===== config.mk =====
export PLATFORM = sky130hd
export DESIGN_NAME = zapper_ctrl
export DESIGN_NICKNAME = d
export VERILOG_FILES = /design/src/rtl/zapper_ctrl.sv
export SDC_FILE = /design/constraint.sdc
export NUM_CORES = 1
export LEC_CHECK = 0
export CAP_MARGIN = 20
export CORE_MARGIN = 4
export CORE_UTILIZATION = 50
export DETAILED_ROUTE_END_ITERATION = 8
export PLACE_DENSITY_LB_ADDON = 0.15
export SYNTH_ARGS = -nofsm -noshare
export SYNTH_HDL_FRONTEND = slang
export SYNTH_SLANG_ARGS = --single-unit

===== constraint.sdc =====
create_clock -name clk -period 2.68 [get_ports clk]
set_clock_uncertainty 0.05 [all_clocks]
set_input_delay 0.402 -clock clk [delete_from_list [all_inputs] [get_ports clk]]
set_output_delay 0.402 -clock clk [all_outputs]
set_load 0.05 [all_outputs]

===== src/rtl/zapper_ctrl.sv =====
// Light-gun shot controller: trigger debounce, photodiode sync, black/target flash sequence.
// Build option: define ZAPPER_CHEAT_CHECK_EN to reject shots that see light in the black frame.
module zapper_ctrl #(
    parameter int unsigned DEBOUNCE_CYCLES = 250000,
    parameter int unsigned DETECT_MIN      = 64
) (
    input  logic clk,
    input  logic reset,
    input  logic trigger,
    input  logic detect,
    input  logic frame_start,
    output logic flash_black,
    output logic flash_target,
    output logic hit,
    output logic miss,
    output logic busy
);

    localparam int unsigned    DbW    = $clog2(DEBOUNCE_CYCLES + 1);
    localparam logic [DbW-1:0] DbMax  = DbW'(DEBOUNCE_CYCLES);
    localparam logic [15:0]    DetMin = 16'(DETECT_MIN);

    typedef enum logic [2:0] {
        StIdle,
        StArm,
        StBlack,
        StTarget,
        StResult,
        StCooldown
    } state_e;

    state_e         state_q, state_d;
    logic [1:0]     trig_sync_q, det_sync_q;
    logic [DbW-1:0] db_cnt_q, db_cnt_d;
    logic           db_level, db_level_q, press;
    logic [15:0]    det_cnt_q, det_cnt_d;
    logic           dark_bad_q, dark_bad_d;
    logic           lit_q, lit_d;
    logic           flash_black_q, flash_black_d;
    logic           flash_target_q, flash_target_d;
    logic           hit_q, hit_d;
    logic           miss_q, miss_d;
    logic           busy_q, busy_d;

    // Level is high only once the synced trigger has been stable for the full window.
    assign db_level = (db_cnt_q == DbMax);
    assign press    = db_level && !db_level_q;

    always_comb begin
        db_cnt_d = db_cnt_q;
        if (!trig_sync_q[1]) begin
            db_cnt_d = '0;
        end else if (db_cnt_q != DbMax) begin
            db_cnt_d = db_cnt_q + 1'b1;
        end
    end

    always_comb begin
        state_d    = state_q;
        dark_bad_d = dark_bad_q;
        lit_d      = lit_q;
        case (state_q)
            StIdle:     if (press) state_d = StArm;
            StArm:      if (frame_start) state_d = StBlack;
            StBlack: begin
                if (frame_start) begin
                    state_d = StTarget;
`ifdef ZAPPER_CHEAT_CHECK_EN
                    dark_bad_d = (det_cnt_q >= DetMin);
`else
                    dark_bad_d = 1'b0;
`endif
                end
            end
            StTarget: begin
                if (frame_start) begin
                    state_d = StResult;
                    lit_d   = (det_cnt_q >= DetMin);
                end
            end
            StResult:   state_d = StCooldown;
            StCooldown: if (!db_level) state_d = StIdle;
            default:    state_d = StIdle;
        endcase
    end

    // Count is per-state: any transition restarts it so each frame is measured alone.
    always_comb begin
        det_cnt_d = det_cnt_q;
        if (state_d != state_q) begin
            det_cnt_d = '0;
        end else if ((state_q == StBlack || state_q == StTarget) && det_sync_q[1]
                     && det_cnt_q != 16'hFFFF) begin
            det_cnt_d = det_cnt_q + 16'd1;
        end
    end

    always_comb begin
        flash_black_d  = (state_d == StBlack);
        flash_target_d = (state_d == StTarget);
        busy_d         = (state_d != StIdle);
        hit_d          = (state_q == StResult) && lit_q && !dark_bad_q;
        miss_d         = (state_q == StResult) && !(lit_q && !dark_bad_q);
    end

    always_ff @(posedge clk or posedge reset) begin
        if (reset) begin
            state_q        <= StIdle;
            trig_sync_q    <= '0;
            det_sync_q     <= '0;
            db_cnt_q       <= '0;
            db_level_q     <= 1'b0;
            det_cnt_q      <= '0;
            dark_bad_q     <= 1'b0;
            lit_q          <= 1'b0;
            flash_black_q  <= 1'b0;
            flash_target_q <= 1'b0;
            hit_q          <= 1'b0;
            miss_q         <= 1'b0;
            busy_q         <= 1'b0;
        end else begin
            state_q        <= state_d;
            trig_sync_q    <= {trig_sync_q[0], trigger};
            det_sync_q     <= {det_sync_q[0], detect};
            db_cnt_q       <= db_cnt_d;
            db_level_q     <= db_level;
            det_cnt_q      <= det_cnt_d;
            dark_bad_q     <= dark_bad_d;
            lit_q          <= lit_d;
            flash_black_q  <= flash_black_d;
            flash_target_q <= flash_target_d;
            hit_q          <= hit_d;
            miss_q         <= miss_d;
            busy_q         <= busy_d;
        end
    end

    assign flash_black  = flash_black_q;
    assign flash_target = flash_target_q;
    assign hit          = hit_q;
    assign miss         = miss_q;
    assign busy         = busy_q;

endmodule


# Word level (Yosys, flattened, before mapping)
# Cells that the tools add are included.
[op_classes] div=0 eq_ne=12 n_lt_le_gt_ge=1 shifts=0 reduce_logical=12 multipliers=0 n_mux=10 add_sub_neg=2 n_bitwise=0
[op_table] operator="$mux W18" n=2
[op_table] operator="$mux W16" n=2
[op_table] operator="$add A18 B1 Y18 const B" n=1
[op_table] operator="$eq A18 B18 Y1 const B" n=1
[op_table] operator="$ne A18 B18 Y1 const B" n=1
[op_table] operator="$pmux W3 S6" n=1
[op_table] operator="$add A16 B1 Y16 const B" n=1
[op_table] operator="$ge A16 B7 Y1 const B" n=1
[op_table] operator="$ne A16 B16 Y1 const B" n=1
[op_table] operator="$mux W3" n=5
[op_table] operator="$eq A3 B2 Y1 const B" n=4
[op_table] operator="$eq A3 B3 Y1 const B" n=2
[op_table] operator="$logic_and A1 B1 Y1" n=5
[op_table] operator="$eq A3 B1 Y1 const B" n=1
[op_table] operator="$logic_not A3 Y1" n=1
[op_table] operator="$ne A3 B3 Y1" n=1
[op_table] operator="$reduce_bool A3 Y1" n=1
[op_table] operator="$logic_not A1 Y1" n=2
[op_table] operator="$ne A2 B1 Y1 const B" n=1
[op_table] operator="$reduce_and A2 Y1" n=1
[op_table] operator="$reduce_bool A2 Y1" n=1
[op_table] operator="$logic_or A1 B1 Y1" n=1
[totals] elab_cells=49 output_inout_bits=5 mem_bits_rw=0 reg_bits=48 memories=0 latch_bits=0 romBits=0 inputBits=5

# Depth between registers and ports, before layout
[depth] depth_word=6 depth_mapped=8 mapped_depth_nobuf=6

# Least setup slack after synthesis
# OpenSTA, ideal clock, no wires.
[synth_timing] path_kind="reg-to-reg" start="register db_cnt_q[0]" end="register det_cnt_q[0]" t_arrival_ps=1679 setup_slack_ps=832 setup_time_ps=119 path_stages_with_launch=9 path_buffers=2 synth_period_minus_slack_ps=1848 required_ps=2511 path_cell_list="dfrtp_1 inv_1 ha_1 nor4bb_1 and3_1 buf_4 a311oi_4 buf_6 nor2_1"
[synth_between] elab_chain_cells=6 word_cells_on_any_way=8 cone_classes="eq/ne (2); mux (4); reduce/logical (2)"
[synth_lines] element="from (decl)" line_no="34" text="logic [DbW-1:0] db_cnt_q, db_cnt_d;"
[synth_lines] element="from (signal assigned)" line_no="125" text="db_cnt_q <= db_cnt_d;"
[synth_lines] element="$eq A18 B18 Y1 *" line_no="46" text="assign db_level = (db_cnt_q == DbMax);"
[synth_lines] element="via db_level" line_no="35" text="logic db_level, db_level_q, press;"
[synth_lines] element="$logic_and A1 B1 Y1" line_no="47" text="assign press = db_level && !db_level_q;"
[synth_lines] element="$mux W3" line_no="63" text="StIdle: if (press) state_d = StArm;"
[synth_lines] element="$pmux W3 S6 *" line_no="62" text="case (state_q)"
[synth_lines] element="$ne A3 B3 Y1 *" line_no="90" text="if (state_d != state_q) begin"
[synth_lines] element="$mux W16 or $reduce_bool A2 Y1 (tied branches)"
[synth_lines] element="to (signal assigned)" line_no="127" text="det_cnt_q <= det_cnt_d;"
[synth_lines] element="to (decl)" line_no="36" text="logic [15:0] det_cnt_q, det_cnt_d;"
# Mark *: on every way through the listed nets, which the timed path passes. The rest lies on a longest branch.
# A chain may end at the register's enable or synchronous reset.

# Worst setup path after layout
[layout_timing] start="register db_cnt_q[0]" end="register det_cnt_q[7]"
[layout_between] elab_chain_cells=6 word_cells_on_any_way=8 cone_classes="eq/ne (2); mux (4); reduce/logical (2)"
[layout_lines] element="$eq A18 B18 Y1 *" line_no="46"
[layout_lines] element="$logic_and A1 B1 Y1" line_no="47"
[layout_lines] element="$mux W3" line_no="63"
[layout_lines] element="$pmux W3 S6 *" line_no="62"
[layout_lines] element="$ne A3 B3 Y1 *" line_no="90"
[layout_lines] element="$mux W16 or $reduce_bool A2 Y1 (tied branches)"
# Every way passes the cells marked *; elsewhere a longest branch is shown, timed or not.

==> results_dict.tcl <==
set metrics [dict create \
    ctsResizeCount 0 \
    syn-num-nets 258 \
    core_mm2 0.00479 \
    worstSetupPathType "register to register" \
    globalRouteTotalUtil_pct 16.2 \
    drv_slew 0 \
    max_freq_mhz 446 \
    viasPerCell 5.44 \
    diodes 0 \
    syn_inst 249 \
    cp_slowest_cell "a311oi_4" \
    gp_congestion 0.815 \
    reg2reg_setup_slack_ns 0.44 \
    layout_common_cells "dfrtp_1, nor2_1, nand2_1" \
    critPathRequiredTime_ns 2.77 \
    yosysUniqueCellTypes 51 \
    hold_depth 0 \
    fin_cells 328 \
    grt_pass1_wl_mm 8.06 \
    fp.dieH_um 78.6 \
    hold_path.class "register to register" \
    cts_buffers 5 \
    routedWlPerCell_um 13.3 \
    synth_area_per_cell_um2 9.99 \
    peakVddDrop_mv 0.364 \
    drv_cap 0 \
    wl_mm 4.35 \
    synth_area_mm2 0.00249 \
    wl_met1_mm 2.20 \
    min_to "trig_sync_q[1]" \
    die_w_um 78.6 \
    critical_path.cell_chain "inv_1 > ha_1 > nor4bb_1 > and3_1 > a311oi_4 > nor3_1" \
    clk_latency_ns 0.29 \
    slew_headroom_pct 45.9 \
    cts_hold_buf 0 \
    tritoncts "done" \
    highest_layer "met4" \
    reg2reg_depth 6 \
    arrival_ns 2.33 \
    startpoint_type "register" \
    post_cts_buffers 0 \
    drc 0 \
    cts-root-buf "clkbuf_8" \
    dp_cells 320 \
    grt_pass1_vias 1747 \
    port_buffers 9 \
    layout_min_cycle_time_ns 2.24 \
    crit_family "compound AO/OA/AOI/OAI gates" \
    detail-route-antenna-nets 0 \
    synth-edff-count 0 \
    dr_wl_met2_mm 1.94 \
    period_share_pct 83.6 \
    via_count 1783 \
    path_depth 6 \
    mostFrequentLayoutCell "dfrtp_1" \
    firstDrtPassIters 4 \
    synth-seq-cells 48 \
    crit_fanout 16 \
    dpl.hpwl_mm 2.99 \
    die_area_mm2 0.00617 \
    worstSetupEndpointType "register" \
    cts_buffer_depth 2 \
    wl_met3_um 163 \
    tightest_slew_ns 0.811 \
    num-nets-final 269 \
    area_delta_synth_final_pct 10.0 \
    power_mw 1.28 \
    cpPeakStageDelay_ns 0.75 \
    row_count 25 \
    r2r-end "det_cnt_q[7]" \
    htreeDepth 2 \
    setup_tns_ns 0 \
    worstHoldStart "trig_sync_q[0]" \
    fillers 426 \
    async_flop_share_pct 100 \
    grt_start_max_net_pins 49 \
    rsz0062_at_grt "no" \
    ios 10 \
    drtIter0Drc 115 \
    p_per_area_mw_per_mm2 468 \
    setup_violations 0 \
    start_util_pct 52.0 \
    overflow 0 \
    cts_sinks 48 \
    crit_buf_inv 1 \
    synth_warnings 0 \
    ys_seq_area_share_pct 48.3 \
    finalHoldViolCount 0 \
    clkSlewWorstSetupHoldPaths_ns 0.09 \
    synth_ff_type "dfrtp_1" \
    status "completed" \
    layout-drive-gt1-share_pct 7.28 \
    reg2reg_from "db_cnt_q[0]" \
    p_leak_nw 1.22 \
    antenna_found_initial 0 \
]
-- worst register-to-register path: stages, from the launching register on --
cell	delay [ns]
dfrtp_1	0.44
inv_1	0.08
ha_1	0.22
nor4bb_1	0.14
and3_1	0.27
a311oi_4	0.75
nor3_1	0.14
-- how the worst max path moves through the flow --
stage	startpoint	end	slack, ns
6_report	db_cnt_q[0]	det_cnt_q[7]	0.44
5_1_grt	db_cnt_q[0]	det_cnt_q[7]	0.23
4_1_cts	db_cnt_q[0]	det_cnt_q[4]	0.41
3_5_place_dp	frame_start	det_cnt_q[4]	0.33
3_3_place_gp	frame_start	det_cnt_q[7]	0.36
2_1_floorplan	db_cnt_q[0]	det_cnt_q[0]	0.83
-- cells in the mapped netlist (all sizes together) (2+ instances only) --
cell,count,area share [%]
clkbuf,2,0.35
or4,2,0.60
a311oi,2,1.4
mux2i,2,0.80
nand2,23,3.5
a31oi,4,1.0
and2,14,3.5
and4bb,2,1.0
dfrtp,48,48
a21boi,2,0.60
inv,12,1.8
nor3,4,0.80
nand3,14,3.0
o21ai,3,0.60
and3b,2,0.70
a21o,3,0.90
a211oi,3,1.3
nand4,8,2.0
and3,7,1.8
and4,2,0.70
nor4b,2,0.96
xnor2,19,6.7
nor2,25,3.9
buf,5,1.6
and4b,2,0.80
ha,4,2.0
nor4,8,2.3
nand2b,3,0.75
nor2b,4,1.0
xor2,5,1.8
a21oi,3,0.60
-- flip-flops by register name, indices dropped and copies added, names as in the netlist, 2 cells and up --
register / count
trig_sync_q: 2
db_cnt_q: 18
det_cnt_q: 16
det_sync_q: 2
state_q: 3
-- metal layers --
layer / vias up / global-route usage [%]
met5: - / 0
li1: 890 / -
met1: 859 / 23.2
met3: 6 / 3.10
met4: 0 / 4.72
met2: 28 / 24.8
-- kinds of logic (layout without fill, tap and decap cells) --
| logic type | Yosys count | count (layout) | synth area share, % |
|---|---|---|---|
| mux | 2 | 2 | 0.804 |
| simple gates | 127 | 127 | 28.8 |
| xor+xnor | 24 | 24 | 8.45 |
| flops | 48 | 48 | 48.3 |
| compound gates | 25 | 25 | 7.99 |
| buf+inv | 19 | 31 | 3.72 |
| fa+ha+maj | 4 | 4 | 2.01 |
-- per-stage QoR --
step           setup slack [ns]  hold WS [ns]  instance area [um^2]  util, %
2_1_floorplan             0.832         0.281                  2490        -
4_1_cts                   0.413         0.307                  2740     57.2
3_3_place_gp              0.355         0.282                  2630     55.0
5_1_grt                   0.226         0.308                  2740     57.2
6_report                  0.440         0.305                  2740     57.2
3_5_place_dp              0.332         0.287                  2630     55.0
-- layout make-up --
cell class | instances | area (um^2) | area share [%]
tap | 67 | 83.8 | 3.06
inverter | 12 | 45.0 | 1.65
clock buffer | 6 | 72.6 | 2.65
sequential | 48 | 1200 | 43.9
clock inverter | 2 | 35.0 | 1.28
multi-input combinational | 182 | 1190 | 43.6
timing repair buffer | 11 | 105 | 3.84
-- report_power, final --
part | internal, mW | leakage, nW | switching [mW]
Combinational | 0.0132 | 0.504 | 0.0206
Sequential | 0.730 | 0.659 | 0.00940
Clock | 0.277 | 0.0552 | 0.232
Total | 1.02 | 1.22 | 0.262
No activity file was read; power rests on OpenSTA's default activity.
